--- src/rtl/trace_capture_fifo.sv ---
// trace_capture_fifo
// Captures register/memory write-back events from the core trace port into a
// first-word-fall-through FIFO and drains them in program order over a
// valid/ready stream. The core is never stalled: events that do not fit are
// counted as dropped.
//
// Stream handshake: ev_valid is high whenever the FIFO holds an entry and the
// ev_* fields show that head entry; the entry is consumed at the rising clk
// edge where ev_valid && ev_ready are both 1. ev_ready while empty is ignored.
module trace_capture_fifo #(
   parameter int DEPTH  = 16,
   parameter int DROP_W = 16
) (
   input  logic                     clk,
   input  logic                     reset,
   input  logic                     cap_en,
   input  logic [31:0]              pc,
   input  logic                     RegWrite,
   input  logic [4:0]               RegAddr,
   input  logic [31:0]              RegData,
   input  logic                     MemWrite,
   input  logic [31:0]              MemAddr,
   input  logic [31:0]              MemData,
   output logic                     ev_valid,
   input  logic                     ev_ready,
   output logic                     ev_type,
   output logic [31:0]              ev_pc,
   output logic [31:0]              ev_addr,
   output logic [31:0]              ev_data,
   output logic [$clog2(DEPTH):0]   ev_count,
   output logic                     overflow,
   output logic [DROP_W-1:0]        drop_cnt
);

   localparam int AW = $clog2(DEPTH);
   localparam int CW = AW + 1;

   // Entry storage, one array per field
   logic        typeMem [DEPTH];
   logic [31:0] pcMem   [DEPTH];
   logic [31:0] addrMem [DEPTH];
   logic [31:0] dataMem [DEPTH];

   logic [AW-1:0] wrPtr;
   logic [AW-1:0] rdPtr;
   logic [AW-1:0] memSlot;
   logic          regEv;
   logic          memEv;
   logic          popEn;
   logic          pushEn;
   logic          dropEn;
   logic [CW:0]   needW;
   logic [CW:0]   freeW;
   logic [DROP_W:0] dropSum;

   // Event qualification, space check and atomic pair push decision
   always_comb begin
      regEv   = cap_en && RegWrite && (RegAddr != 5'd0);
      memEv   = cap_en && MemWrite;
      popEn   = ev_valid && ev_ready;
      needW   = (CW+1)'(regEv) + (CW+1)'(memEv);
      // A pop at this edge frees its slot for a push at the same edge
      freeW   = (CW+1)'(DEPTH) - (CW+1)'(ev_count) + (CW+1)'(popEn);
      pushEn  = (needW != '0) && (needW <= freeW);
      dropEn  = needW > freeW;
      // The mem event lands behind the reg event when both are present
      memSlot = wrPtr + AW'(regEv);
      dropSum = (DROP_W+1)'(drop_cnt) + (DROP_W+1)'(needW);
   end

   // Entry writes; storage itself needs no reset because ev_count gates reads
   always_ff @(posedge clk) begin
      if (reset && pushEn) begin
         if (regEv) begin
            typeMem[wrPtr] <= 1'b0;
            pcMem[wrPtr]   <= pc;
            addrMem[wrPtr] <= {27'd0, RegAddr};
            dataMem[wrPtr] <= RegData;
         end
         if (memEv) begin
            typeMem[memSlot] <= 1'b1;
            pcMem[memSlot]   <= pc;
            addrMem[memSlot] <= MemAddr;
            dataMem[memSlot] <= MemData;
         end
      end
   end

   // Pointers, occupancy and drop bookkeeping; reset wins over push and pop
   always_ff @(posedge clk) begin
      if (!reset) begin
         wrPtr    <= '0;
         rdPtr    <= '0;
         ev_count <= '0;
         overflow <= 1'b0;
         drop_cnt <= '0;
      end else begin
         if (pushEn) begin
            wrPtr <= wrPtr + AW'(needW);
         end
         if (popEn) begin
            rdPtr <= rdPtr + 1'b1;
         end
         ev_count <= ev_count + (pushEn ? CW'(needW) : CW'(0)) - CW'(popEn);
         if (dropEn) begin
            overflow <= 1'b1;
            drop_cnt <= dropSum[DROP_W] ? '1 : dropSum[DROP_W-1:0];
         end
      end
   end

   // Fall-through head view, forced to zero while empty
   always_comb begin
      ev_valid = (ev_count != '0);
      ev_type  = 1'b0;
      ev_pc    = '0;
      ev_addr  = '0;
      ev_data  = '0;
      if (ev_valid) begin
         ev_type = typeMem[rdPtr];
         ev_pc   = pcMem[rdPtr];
         ev_addr = addrMem[rdPtr];
         ev_data = dataMem[rdPtr];
      end
   end

endmodule

--- config.mk ---
export PLATFORM = sky130hd
export DESIGN_NAME = trace_capture_fifo
export DESIGN_NICKNAME = d
export VERILOG_FILES = /design/src/rtl/trace_capture_fifo.sv
export SDC_FILE = /design/constraint.sdc
export NUM_CORES = 2
export LEC_CHECK = 0
export CAP_MARGIN = 20
export CORE_MARGIN = 1.5
export CORE_UTILIZATION = 60
export CTS_BUF_LIST = sky130_fd_sc_hd__clkbuf_4 sky130_fd_sc_hd__clkbuf_8
export CTS_CLUSTER_SIZE = 14
export DETAILED_ROUTE_END_ITERATION = 8
export HOLD_SLACK_MARGIN = 0.02
export MAX_ROUTING_LAYER = met4
export PLACE_DENSITY = 0.78
export SLEW_MARGIN = 0
export SYNTH_ARGS = -nofsm -noshare
export SYNTH_HDL_FRONTEND = slang
export SYNTH_SLANG_ARGS = --single-unit
--- constraint.sdc ---
create_clock -name clk -period 12.1 [get_ports clk]
set_clock_uncertainty 0.1 [all_clocks]
set_input_delay 1.815 -clock clk [delete_from_list [all_inputs] [get_ports clk]]
set_output_delay 1.815 -clock clk [all_outputs]
set_load 0.01 [all_outputs]
== Word level (Yosys, flattened, before mapping) ==
Memory sizes are Yosys's and may differ from the RTL's. A register that Yosys moved wholly into a read port is not among the register bits.
Cells that the tools add are included.

* $add $sub $neg: 9
* $lt $le $gt $ge: 2
* Mux-type cells: 20
* Reduce and logical (&&, ||, !) cells: 9

{| class="wikitable"
|+ Operators by type and width
! cell !! count
|-
| 32-bit 2-to-1 mux || 3
|-
| 4-bit 2-to-1 mux || 8
|-
| 16-bit by 2-bit adder with 17-bit output || 1
|-
| 16-bit 2-to-1 mux || 1
|-
| 5-bit nonzero test || 2
|-
| 1-bit 2-to-1 mux || 7
|-
| 6-bit by 1-bit adder with 6-bit output || 1
|-
| 2-bit by 6-bit > comparator with 1-bit output || 1
|-
| 2-bit by 6-bit <= comparator with 1-bit output || 1
|-
| 1-bit logical AND || 6
|-
| 6-bit nonzero test || 1
|-
| 5-bit by 5-bit subtractor with 6-bit output, first input constant || 1
|-
| 5-bit by 2-bit adder with 5-bit output || 1
|-
| 5-bit by 1-bit subtractor with 5-bit output || 1
|-
| 4-bit by 1-bit adder with 4-bit output || 1
|-
| 4-bit by 1-bit adder with 4-bit output, second input constant || 1
|-
| 4-bit by 2-bit adder with 4-bit output || 1
|-
| 1-bit by 1-bit adder with 2-bit output || 1
|-
| 2-bit 2-to-1 mux || 1
|}

* Bits in registers: 30
* Bits in writable memories: 1,552
* Bits of input ports: 139
* Output and inout port bits: 120
* Logic and storage cells: 49
* Memories: 4

{| class="wikitable"
|+ Memory list
! name !! words !! width !! rd ports !! clocked after memory_dff !! wr ports !! line !! source
|-
| addrMem || 16 || 32 || 1 || 1 || 2 || 41 || <nowiki>logic [31:0] addrMem [DEPTH];</nowiki>
|-
| dataMem || 16 || 32 || 1 || 1 || 2 || 42 || <nowiki>logic [31:0] dataMem [DEPTH];</nowiki>
|-
| pcMem || 16 || 32 || 1 || 1 || 2 || 40 || <nowiki>logic [31:0] pcMem [DEPTH];</nowiki>
|-
| typeMem || 16 || 1 || 1 || 1 || 2 || 39 || <nowiki>logic typeMem [DEPTH];</nowiki>
|}

== Depth between registers and ports, before layout ==
* Depth after elaboration: 8
* Gate-level depth with buffers: 25
* Depth with buffers taken out: 23

== Worst setup path after synthesis ==
OpenSTA, ideal clock, no wires.

* Path type: input-to-reg
* Start: input RegAddr[4]
* End: memory addrMem[15][0] (enable)
* Setup time: 0.684 ns
* Arrival: 10.536 ns
* Data required time: 11.316 ns
* Setup slack: 0.780 ns
* Stages on the path: 11
* Path buffers: 2
* Cells stage by stage: nor3_1 a21o_1 inv_1 ha_1 ha_1 nor2b_1 o211ai_2 a22oi_4 buf_6 buf_2 o21ai_0

{| class="wikitable"
|+ RTL lines
! item !! line !! source
|-
| from (decl) || 19 || <nowiki>input logic [4:0] RegAddr,</nowiki>
|-
| to (decl) || 41 ||
|}

==> results.md <==
* Status: completed
* Internal Pwr Total at 0.0100 W
* Synth warn at 0
* # DRC at 0
* Distinct cells, synth at 58
* Resized Gates After CTS at 0
* FP Rows at between 100 and 150
* Post-CTS Hold Fix Bufs at 0
* Non-filler cells, final at approximately 5,900
* Setup TNS at 0 ns
* Post-DP HPWL at ~97,000 µm
* Critical path cell sequence: clkdlybuf4s50_1 -> nor3_1 -> a21o_1 -> inv_1 -> ha_1 -> ha_1 -> nor2b_1 -> o211ai_2 -> a22oi_4 -> buf_4 -> nor4_4 -> buf_4 -> a41o_4 -> buf_4
* Logic pwr share at a little under a quarter
* Clock power frac at between 30% and 40%
* Net load switching power at 0.00366 W
* Min-delay worst type: flip-flop to flip-flop
* Predominant post-synthesis flop cell: edfxtp_1
* FILL cells at 7,626
* Critical path's most frequent cell: buf_4
* Starting Density at between 60% and 70%
* Finished Cell Area at about 80,000 µm²
* Critical Path AT at slightly below 8 ns
* Hold path startpoint: typeMem[12]$_DFF_P_
* Drt pass-1 iters at 8
* Average size of a mapped cell at ~19 µm²
* Post-Synth Simple-Gate Area at between 5 and 6%
* Syn Inst Count at approximately 3,800
* Reg clk slew, reported paths at approximately 0.060 ns
* Io pins at between 200 and 300
* RSZ-0062 raised after global routing: false
* Vias in the first global route at ~39,000
* Routed vias at around 37,000
* Largest net degree at the start of global routing at 169
* DR iter-0 viols at roughly 4,300
* Net Sw Frac at between 20% and 30%
* DRT Wirelength at about 170,000 µm
* TritonCTS Buffers at roughly 240
* GRT Total Usage at about 30%
* Worst-margin pin slew at between 1 and 1.5 ns
* Tcrit/Tclk final at between 60% and 70%
* Final Setup Violations at 0
* Final Hold Viols at 0
* Initial antenna violation count at 16
* Placed cells at ~5,400
* Area growth, synth to finish at 11.9%
* TritonCTS clock tree: yes
* Critical Path Fanout Max at 52
* Multiplexer share of the synthesized area at 24.7%
* Crit path launch type: input port
* Post-Synth XOR/XNOR Area at less than 1%
* Power per cell area at 170 nW/µm²
* Post-synthesis sequential area ratio at between 60% and 70%
* Biggest cell delay along the critical path at roughly 0.9 ns
* Routed vias/inst at roughly 6.4
* Synth Register Bits at approximately 1,600
* Worst Setup SP: RegAddr[4]
* Post-layout minimum cycle time at approximately 7.5 ns
* Worst skew pair latency at 0.93 ns
* Root Buffer: clkbuf_8
* Post-CTS Setup Inserts at 0
* Core area at 119,000 µm²
* Clk sinks at approximately 1,600
* First-pass GRT wire length at between 200,000 and 300,000 µm
* Post-synth EDFFs at between 1,500 and 2,000
* Overall die width at roughly 350 µm
* Largest family of logic cells by synthesized area: multiplexers
* Synth Area in Compound Gates at less than 1%
* Post-synth ARST share at 0%
* Chip Height at roughly 350 µm
* Critical Path End Type: flip-flop
* Max_cap viols at 0
* Synthesized net count at 3,977
* Post-route ant nets at 0
* Clock tree buffer depth at 3
* Layout Nets at ~4,200
* Cell Area, Placed at between 70,000 and 80,000 µm²
* Die Area at approximately 120,000 µm²
* Buffers & Inverters on Critical Path at 5
* Pleak at ~25 nW
* Critical path required time at 12.50 ns
* Worst path top cell family by delay: buffers and inverters
* Share of cells above drive strength 1 at 35.9%
* Post-synthesis cell area at between 70,000 and 80,000 µm²
* FMAX at 134 MHz
* Max Slew Vio Count at 0
* CTS H-Tree Depth at 4
* Slowest stage cell on the critical path: a41o_4
* Gpl congestion at 0.846
* Total Power at between 0.01 and 0.015 W
* Overflow after GRT at 0
* Rel. slew slack at about 18%
* WL/cell at 29.7 µm
* Maximum VDD drop at 0.168 mV
* WS Path Type: input port to flip-flop
* Adder-cell share of the synthesized area at less than 1%
* Part of the power in registers at 45.9%
* RR Startpoint: ev_count[2]$_SDFF_PN0_
* Port bufs at around 260
layer usage:
layer	GRT usage, %	part of all wire (%)	up-vias
met1	40.1	39	19700
li1	-	-	15700
met4	8.35	2.2	0
met2	47.0	49	1826
met3	6.15	9.1	259
met5	-	0	-
final timing paths:
check        cells past startpoint                      endpoint  slack (ns)
max                             14  addrMem[5][27]$_SDFFCE_PP0P_        4.61
min                              1           typeMem[12]$_DFF_P_        0.35
min reg2reg                      1           typeMem[12]$_DFF_P_        0.35
max reg2reg                     17  addrMem[5][27]$_SDFFCE_PP0P_        4.95
registers in the layout, indices dropped and copies added, names as in the netlist, named ones only:
register,count
drop_cnt,16
wrPtr,4
typeMem,16
ev_count,5
addrMem,512
overflow,1
dataMem,512
rdPtr,4
pcMem,512
power by group through the flow:
stage                     Combinational (W)  Clock [W]  Sequential (W)
after floorplan                     0.00208          0         0.00631
after global placement              0.00314          0         0.00639
after detailed placement            0.00316          0         0.00639
after CTS                           0.00317    0.00431         0.00628
after global routing                0.00334    0.00454         0.00629
final                               0.00314    0.00426         0.00628
cell usage after synthesis, types with 3 or more instances:
cell | count | share of area, %
buf_4 | 7 | 0.073
mux4_2 | 485 | 15
and4_1 | 5 | 0.061
inv_1 | 25 | 0.13
a21oi_1 | 13 | 0.090
nand2b_1 | 11 | 0.096
nor2_1 | 23 | 0.12
ha_1 | 21 | 0.37
and2_1 | 532 | 4.6
o21ai_0 | 12 | 0.083
buf_6 | 31 | 0.49
nand2_1 | 25 | 0.13
nor4_4 | 10 | 0.30
nor2b_1 | 6 | 0.052
mux2_2 | 497 | 7.8
buf_1 | 16 | 0.083
a21o_1 | 18 | 0.19
buf_2 | 67 | 0.47
a2111oi_0 | 5 | 0.061
dfxtp_1 | 50 | 1.4
edfxtp_1 | 1536 | 64
o21bai_1 | 3 | 0.031
nor3_2 | 6 | 0.083
buf_8 | 3 | 0.063
nor4_2 | 4 | 0.070
xor2_1 | 5 | 0.061
a31oi_1 | 4 | 0.035
mux2_4 | 36 | 0.75
mux2_1 | 60 | 0.94
a211oi_1 | 7 | 0.073
nor3_1 | 7 | 0.049
xnor2_1 | 9 | 0.11
and3_1 | 4 | 0.035
clkbuf_1 | 213 | 1.1
nand4_1 | 21 | 0.18
nand3_1 | 10 | 0.070
fa_1 | 3 | 0.083
stage by stage:
step / utilization (%) / hold WS [ns] / setup slack, ns
final: 67.9 / 0.352 / 4.61
after global routing: 67.9 / 0.375 / 4.34
after CTS: 67.8 / 0.353 / 4.71
after detailed placement: 63.9 / 0.340 / 3.75
after global placement: 63.9 / 0.331 / 3.82
after floorplan: - / 0.321 / 0.780
kinds of logic after synthesis:
family          count (synthesis)
flops                        1586
mux                          1079
simple gates                  674
buf+inv                       364
compound gates                 71
fa+ha+maj                      24
xor+xnor                       16
worst reg2reg max path, delay by kind of cell, from the launching register on:
kind | cells | cell delay [ns]
fa+ha+maj | 4 | 0.97
compound gates | 3 | 1.74
simple gates | 4 | 1.49
buf+inv | 6 | 1.92
flops | 1 | 0.48
cell usage in the layout, fill, tap and decap left out, drive strengths merged, types with 6 or more instances in the layout:
| cell type | Yosys | final |
|---|---|---|
| diode | 0 | 12 |
| clkbuf | 215 | 353 |
| nor2b | 6 | 6 |
| a21oi | 13 | 13 |
| a2111oi | 6 | 6 |
| nor3 | 13 | 13 |
| a21o | 18 | 18 |
| nor4 | 15 | 15 |
| mux2 | 593 | 593 |
| ha | 21 | 21 |
| edfxtp | 1536 | 1536 |
| xnor2 | 10 | 10 |
| xor2 | 6 | 6 |
| nand3 | 11 | 11 |
| dfxtp | 50 | 50 |
| nand4 | 21 | 21 |
| and2 | 532 | 532 |
| clkdlybuf4s50 | 0 | 258 |
| nor2 | 23 | 23 |
| mux4 | 485 | 485 |
| a211oi | 7 | 7 |
| o21ai | 13 | 13 |
| nand2 | 26 | 26 |
| nand2b | 11 | 11 |
| clkinv | 0 | 65 |
| buf | 124 | 74 |
| inv | 25 | 35 |
area by class of cell:
cell class / count / area (µm²) / share of cell area [%]
diodes: 12 / 30.0 / 0.0373
multi-input cells: 1864 / 23300 / 29.0
clock inverters: 80 / 433 / 0.538
repair buffers: 332 / 3290 / 4.08
flip-flops and latches: 1586 / 47100 / 58.6
well taps: 1600 / 2000 / 2.49
inverters: 25 / 93.8 / 0.117
clock buffers: 353 / 4190 / 5.20
Note: power is estimated with default switching activity, not from simulation.
